[config.mk]
export PLATFORM = sky130hd
export DESIGN_NAME = alu_mc
export DESIGN_NICKNAME = d
export VERILOG_FILES = /design/src/rtl/alu_mc_pkg.sv /design/src/rtl/alu_mc_iter_muldiv.sv /design/src/rtl/alu_mc.sv
export SDC_FILE = /design/constraint.sdc
export NUM_CORES = 1
export LEC_CHECK = 0
export BUFFER_PORTS_ARGS = -buffer_cell sky130_fd_sc_hd__clkbuf_2
export CORE_MARGIN = 1.5
export CORE_UTILIZATION = 37
export DETAILED_ROUTE_END_ITERATION = 7
export MAX_ROUTING_LAYER = met4
export PLACE_DENSITY = 0.57
export SYNTH_ARGS = -nofsm -noshare
export SYNTH_HDL_FRONTEND = slang
export SYNTH_SLANG_ARGS = --single-unit
[constraint.sdc]
create_clock -name clk_i -period 3 [get_ports clk_i]
set_input_delay 0.3 -clock clk_i [delete_from_list [all_inputs] [get_ports clk_i]]
set_output_delay 0.3 -clock clk_i [all_outputs]
set_load 0.01 [all_outputs]
[src/rtl/alu_mc_pkg.sv]
// alu_mc_defs: shared opcode/state enums and the iterative-op mask for alu_mc
package alu_mc_defs;
  typedef enum logic [2:0] {ADD, SUB, MOV_A, MOV_B, AND, OR, MUL, DIV} op_e;
  typedef enum logic [1:0] {IDLE, ITER, DONE} state_e;
  localparam logic [7:0] OP_ITER_MASK = 8'b1100_0000;
endpackage

[src/rtl/alu_mc_iter_muldiv.sv]
// iter_muldiv: one-bit-per-cycle unsigned shift-add multiplier / restoring divider
module iter_muldiv #(
  parameter int N  = 8,
  parameter int CW = $clog2(N + 1)
) (
  input  logic         clk_i,
  input  logic         rst_i,
  input  logic         load_i,
  input  logic         step_i,
  input  logic         mode_i,
  input  logic [N-1:0] a_i,
  input  logic [N-1:0] b_i,
  output logic [N-1:0] lo_o,
  output logic [N-1:0] hi_o,
  output logic         last_o
);
  logic [N-1:0]  acc, q, m;
  logic [CW-1:0] cnt;
  logic [N:0]    sum, rem, diff;
  // lo_o/hi_o present the pair as it will be after the current step, so the top can capture the final step directly
  always_comb begin
    sum    = {1'b0, acc} + (q[0] ? {1'b0, m} : '0);
    rem    = {acc, q[N-1]};
    diff   = rem - {1'b0, m};
    hi_o   = mode_i ? (diff[N] ? rem[N-1:0] : diff[N-1:0]) : sum[N:1];
    lo_o   = mode_i ? {q[N-2:0], ~diff[N]} : {sum[0], q[N-1:1]};
    last_o = cnt == CW'(1);
  end
  // accumulator/remainder, multiplier/quotient, operand and step counter registers
  always_ff @(posedge clk_i)
    if (rst_i) begin
      acc <= '0;
      q   <= '0;
      m   <= '0;
      cnt <= '0;
    end else if (load_i) begin
      acc <= '0;
      q   <= a_i;
      m   <= b_i;
      cnt <= CW'(N);
    end else if (step_i) begin
      acc <= hi_o;
      q   <= lo_o;
      cnt <= cnt - CW'(1);
    end
endmodule

[src/rtl/alu_mc.sv]
// alu_mc: multicycle ALU with registered results/flags and start/done handshake
module alu_mc
  import alu_mc_defs::*;
#(
  parameter int N  = 8,
  parameter int CW = $clog2(N + 1)
) (
  input  logic         clk_i,
  input  logic         rst_i,
  input  logic         start_i,
  input  logic [2:0]   opcode_i,
  input  logic [N-1:0] a_i,
  input  logic [N-1:0] b_i,
  output logic [N-1:0] result_o,
  output logic [N-1:0] hi_o,
  output logic         busy_o,
  output logic         done_o,
  output logic         c_o,
  output logic         z_o,
  output logic         n_o,
  output logic         v_o
);
  state_e       state, state_n;
  op_e          op;
  logic         accept, div0, go_iter, step, finish, mode_q;
  logic         md_last, nc, nv, ovf;
  logic [N-1:0] md_lo, md_hi, bb, nres, nhi;
  logic [N:0]   sum;
  iter_muldiv #(.N(N), .CW(CW)) u_md (
    .clk_i  (clk_i),
    .rst_i  (rst_i),
    .load_i (go_iter),
    .step_i (step),
    .mode_i (mode_q),
    .a_i    (a_i),
    .b_i    (b_i),
    .lo_o   (md_lo),
    .hi_o   (md_hi),
    .last_o (md_last)
  );
  // handshake decode and next state; start is ignored while iterating
  always_comb begin
    op      = op_e'(opcode_i);
    accept  = start_i && state != ITER;
    div0    = op == DIV && b_i == '0;
    go_iter = accept && OP_ITER_MASK[opcode_i] && !div0;
    step    = state == ITER;
    finish  = step && md_last;
    state_n = go_iter ? ITER : (accept || finish) ? DONE : step ? ITER : IDLE;
  end
  // single-cycle datapath and the values to capture on completion
  always_comb begin
    bb   = op == SUB ? ~b_i : b_i;
    sum  = {1'b0, a_i} + {1'b0, bb} + {{N{1'b0}}, op == SUB};
    ovf  = (a_i[N-1] == bb[N-1]) && (sum[N-1] != a_i[N-1]);
    nres = '0;
    nhi  = '0;
    nc   = 1'b0;
    nv   = 1'b0;
    if (finish) begin
      nres = md_lo;
      nhi  = md_hi;
      nv   = !mode_q && md_hi != '0;
    end else
      case (op)
        ADD, SUB: begin
          nres = sum[N-1:0];
          nc   = sum[N];
          nv   = ovf;
        end
        MOV_A: nres = a_i;
        MOV_B: nres = b_i;
        AND:   nres = a_i & b_i;
        OR:    nres = a_i | b_i;
        DIV: begin
          nres = '1;
          nhi  = a_i;
          nv   = 1'b1;
        end
        default: ;
      endcase
  end
  // state, iterative mode and output/flag registers; outputs hold between completions
  always_ff @(posedge clk_i)
    if (rst_i) begin
      state    <= IDLE;
      mode_q   <= 1'b0;
      result_o <= '0;
      hi_o     <= '0;
      c_o      <= 1'b0;
      z_o      <= 1'b0;
      n_o      <= 1'b0;
      v_o      <= 1'b0;
    end else begin
      state <= state_n;
      if (go_iter) mode_q <= op == DIV;
      if ((accept && !go_iter) || finish) begin
        result_o <= nres;
        hi_o     <= nhi;
        c_o      <= nc;
        z_o      <= nres == '0;
        n_o      <= nres[N-1];
        v_o      <= nv;
      end
    end
  assign busy_o = state == ITER;
  assign done_o = state == DONE;
endmodule

==> reports/metrics.cfg <==
[status]
status = complete, no violations

[global_route]
grt.overflow.total = 0
grt_pass1_wl_microns = 20400
grt.total_usage = 0.231
antenna_found_initial = 0
first_global_vias = 3877
grt_start_max_net_pins = 32

[timing]
min_period_over_period = 0.963
clock.fmax_mhz = 346
final_hold_viol_count = 0
tightest_slew_ns = 0.645
maxSlewHeadroom = 0.569
finalClockSkew_ns = 0.0122
maxSlewViolCount = 0
finalSetupViolations = 0
fin_crit_ns = 2.89

[clock_network]
cts_root_buf = clkbuf_8
clkTransAtPathRegs_ns = 0.10
cts_num_sinks = 50
cts_tree = done
cts_made_buffers = 5
clockBufferDepth = 2
htreeDepth = 2
clock_latency_ns = 0.32
ctsHoldBuffers = 0

[routing]
routed_wl_microns = 12600
avgViaCountPerCell = 5.70
drtIter0Drc = 320
antenna_left = 0
drt_pass1_iterations = 5
vias = 4072
drc = 0
wl_per_cell_microns = 17.7

[worst_setup_path]
cp_top_family = compound AO/OA/AOI/OAI gates
crit_path_cell_trace = inv_1, ha_1, fa_2, nor2b_4, o2111ai_4, a211o_4, nand3_4, mux2_4, a211oi_2, nand4_1, o311a_1
slowest_stage = a211o_4
end_kind = flip-flop
path_buf_inv = 1
start_kind = flip-flop
crit_arrival_ns = 3.11
critPathMaxStageDelay_ns = 0.39
crit_path_max_fanout = 5
path_class = flip-flop to flip-flop
crit_required_ns = 3.22

[finish]
synthToLayoutAreaGrowth_pct = 15.0
final_cell_mix = nor2_1 (65), a21oi_1 (50), dfxtp_1 (49)
antennaDiodeCount = 0
drive_gt1_frac = 0.211
design_area_sq_mm = 0.00469
fillers = 1126
nets = 625
final_common_cell = nor2_1

[placement]
gp_congestion = 0.969
dp_hpwl_microns = 9920
io_buffers = 43
place_area_sq_mm = 0.00454

[job]
drv_cap = 0

[die]
floorplan.initialDensity = 0.378
ios = 44
die_h_microns = 108
die_area_sq_mm = 0.0117
rows = 38
dieWidth_microns = 108
core-area_sq_mm = 0.0108

[yosys]
ys_ff_latch = 50
postSynthAreaPerCell_sq_um = 7.89
yosys_warnings = 0
postSynthCellCount = 517
syn_nets = 569
async_flop_share = 0
synth-edff-count = 0
synthFlopType = dfxtp_1
netlist-cell-type-count = 76
synth_area_sq_mm = 0.00408
yosysSeqAreaShare = 0.245

[worst_hold_path]
hp-class = input port to flip-flop

[power_and_ir_drop]
leakage_nw = 1.91
power-per-cell-area_mw_per_mm2 = 378
irDropWorstVdd_mv = 0.206
totalPowerFinal_w = 0.00177

## flip-flops by register name, summed over array words and instances, names as in the netlist
| name | cells |
|---|---|
| mode_q | 1 |
| u_md.m | 8 |
| state | 2 |
| hi_o | 8 |
| u_md.cnt | 4 |
| z_o | 1 |
| result_o | 8 |
| u_md.q | 8 |
| u_md.acc | 8 |
| v_o | 1 |
| c_o | 1 |
## worst register-to-register path, stage by stage (launching register included)
cell       delay (ns)
dfxtp_2          0.35
inv_1            0.06
ha_1             0.20
fa_2             0.38
nor2b_4          0.15
o2111ai_4        0.20
a211o_4          0.39
nand3_4          0.09
mux2_4           0.31
a211oi_2         0.24
nand4_1          0.10
o311a_1          0.33
## power by group
| part | leakage, nW | switching, W | internal, W |
|---|---|---|---|
| sequential | 0.409 | 0.0000257 | 0.000699 |
| clock | 0.0506 | 0.000259 | 0.000175 |
| combinational | 1.45 | 0.000353 | 0.000262 |
## path summary, 6_finish.rpt
kind | cells after the start | end | slack, ns | startpoint
max reg2reg | 11 | v_o | 0.11 | u_md.q[7]
max | 11 | v_o | 0.11 | u_md.q[7]
min reg2reg | 2 | u_md.m[0] | 0.48 | u_md.m[0]
min | 3 | u_md.m[2] | 0.30 | b_i[2]
## cell usage after synthesis, drive strengths merged (2+ instances only)
master / number / area share
nor3: 16 / 0.025
a21o: 7 / 0.013
and2: 8 / 0.012
nor2: 65 / 0.060
o21ai: 30 / 0.040
and3: 3 / 0.0046
nor4: 7 / 0.012
a211o: 5 / 0.011
mux2i: 6 / 0.015
buf: 9 / 0.018
xor2: 11 / 0.024
o211ai: 4 / 0.0074
o31a: 2 / 0.0043
a221oi: 7 / 0.015
ha: 27 / 0.083
a311o: 2 / 0.0049
or2: 3 / 0.0046
o221ai: 2 / 0.0043
a2111oi: 5 / 0.012
nand2b: 5 / 0.0077
o31ai: 6 / 0.016
mux2: 4 / 0.012
a22oi: 3 / 0.0055
o22ai: 6 / 0.0092
nand4: 7 / 0.012
nand3: 4 / 0.0080
a211oi: 19 / 0.037
xnor2: 11 / 0.024
dfxtp: 50 / 0.25
o21a: 8 / 0.015
a21oi: 53 / 0.067
nand2: 44 / 0.041
fa: 3 / 0.015
nor3b: 2 / 0.0049
nor2b: 8 / 0.014
nand3b: 2 / 0.0037
inv: 22 / 0.020
a31oi: 5 / 0.0077
o41ai: 2 / 0.0043
clkbuf: 18 / 0.024
or3: 2 / 0.0031
## logic make-up after synthesis
group / synth area share
AND/OR/NAND/NOR: 0.224
AO/OA/AOI/OAI: 0.293
buffers and inverters: 0.0654
flip-flops: 0.245
adder cells (fa/ha/maj): 0.0976
XOR/XNOR: 0.0473
multiplexers: 0.0267
## metrics by stage
| stage | worst slack, ns | TNS [ns] | cells | hold WS [ns] | util |
|---|---|---|---|---|---|
| after floorplan | 0.0504 | 0 | 517 | 0.436 | - |
| after global placement | -0.0395 | -0.0395 | 705 | 0.464 | 0.421 |
| after detailed placement | -0.0274 | -0.0274 | 705 | 0.469 | 0.421 |
| after CTS | 0.0480 | 0 | 713 | 0.288 | 0.430 |
| after global routing | -0.0250 | -0.0250 | 714 | 0.281 | 0.435 |
| final | 0.110 | 0 | 714 | 0.300 | 0.435 |
## cell type report
| class | count | area (sq um) | area share |
|---|---|---|---|
| clock inverter | 3 | 28.8 | 0.00614 |
| inverter | 23 | 86.3 | 0.0184 |
| tap | 140 | 175 | 0.0374 |
| sequential | 50 | 1000 | 0.214 |
| timing repair buffer | 77 | 470 | 0.100 |
| multi-input combinational | 416 | 2860 | 0.609 |
| clock buffer | 5 | 68.8 | 0.0147 |
## what timing repair did
action | in CTS | in global routing
setup buffers | 0 | 1
pin swaps | 0 | 3
resized for setup | 1 | 9
cloned | 0 | 0
setup endpoints to repair | 1 | 6
## layer usage
metal  up-vias  wire length (microns)  GRT usage
met5         -                      0          -
met4         0                    256     0.0658
met3        20                    494     0.0229
met2       125                   6010      0.363
met1      1927                   5890      0.315
li1       2000                      -          -
No activity file was read; power rests on OpenSTA's default activity.
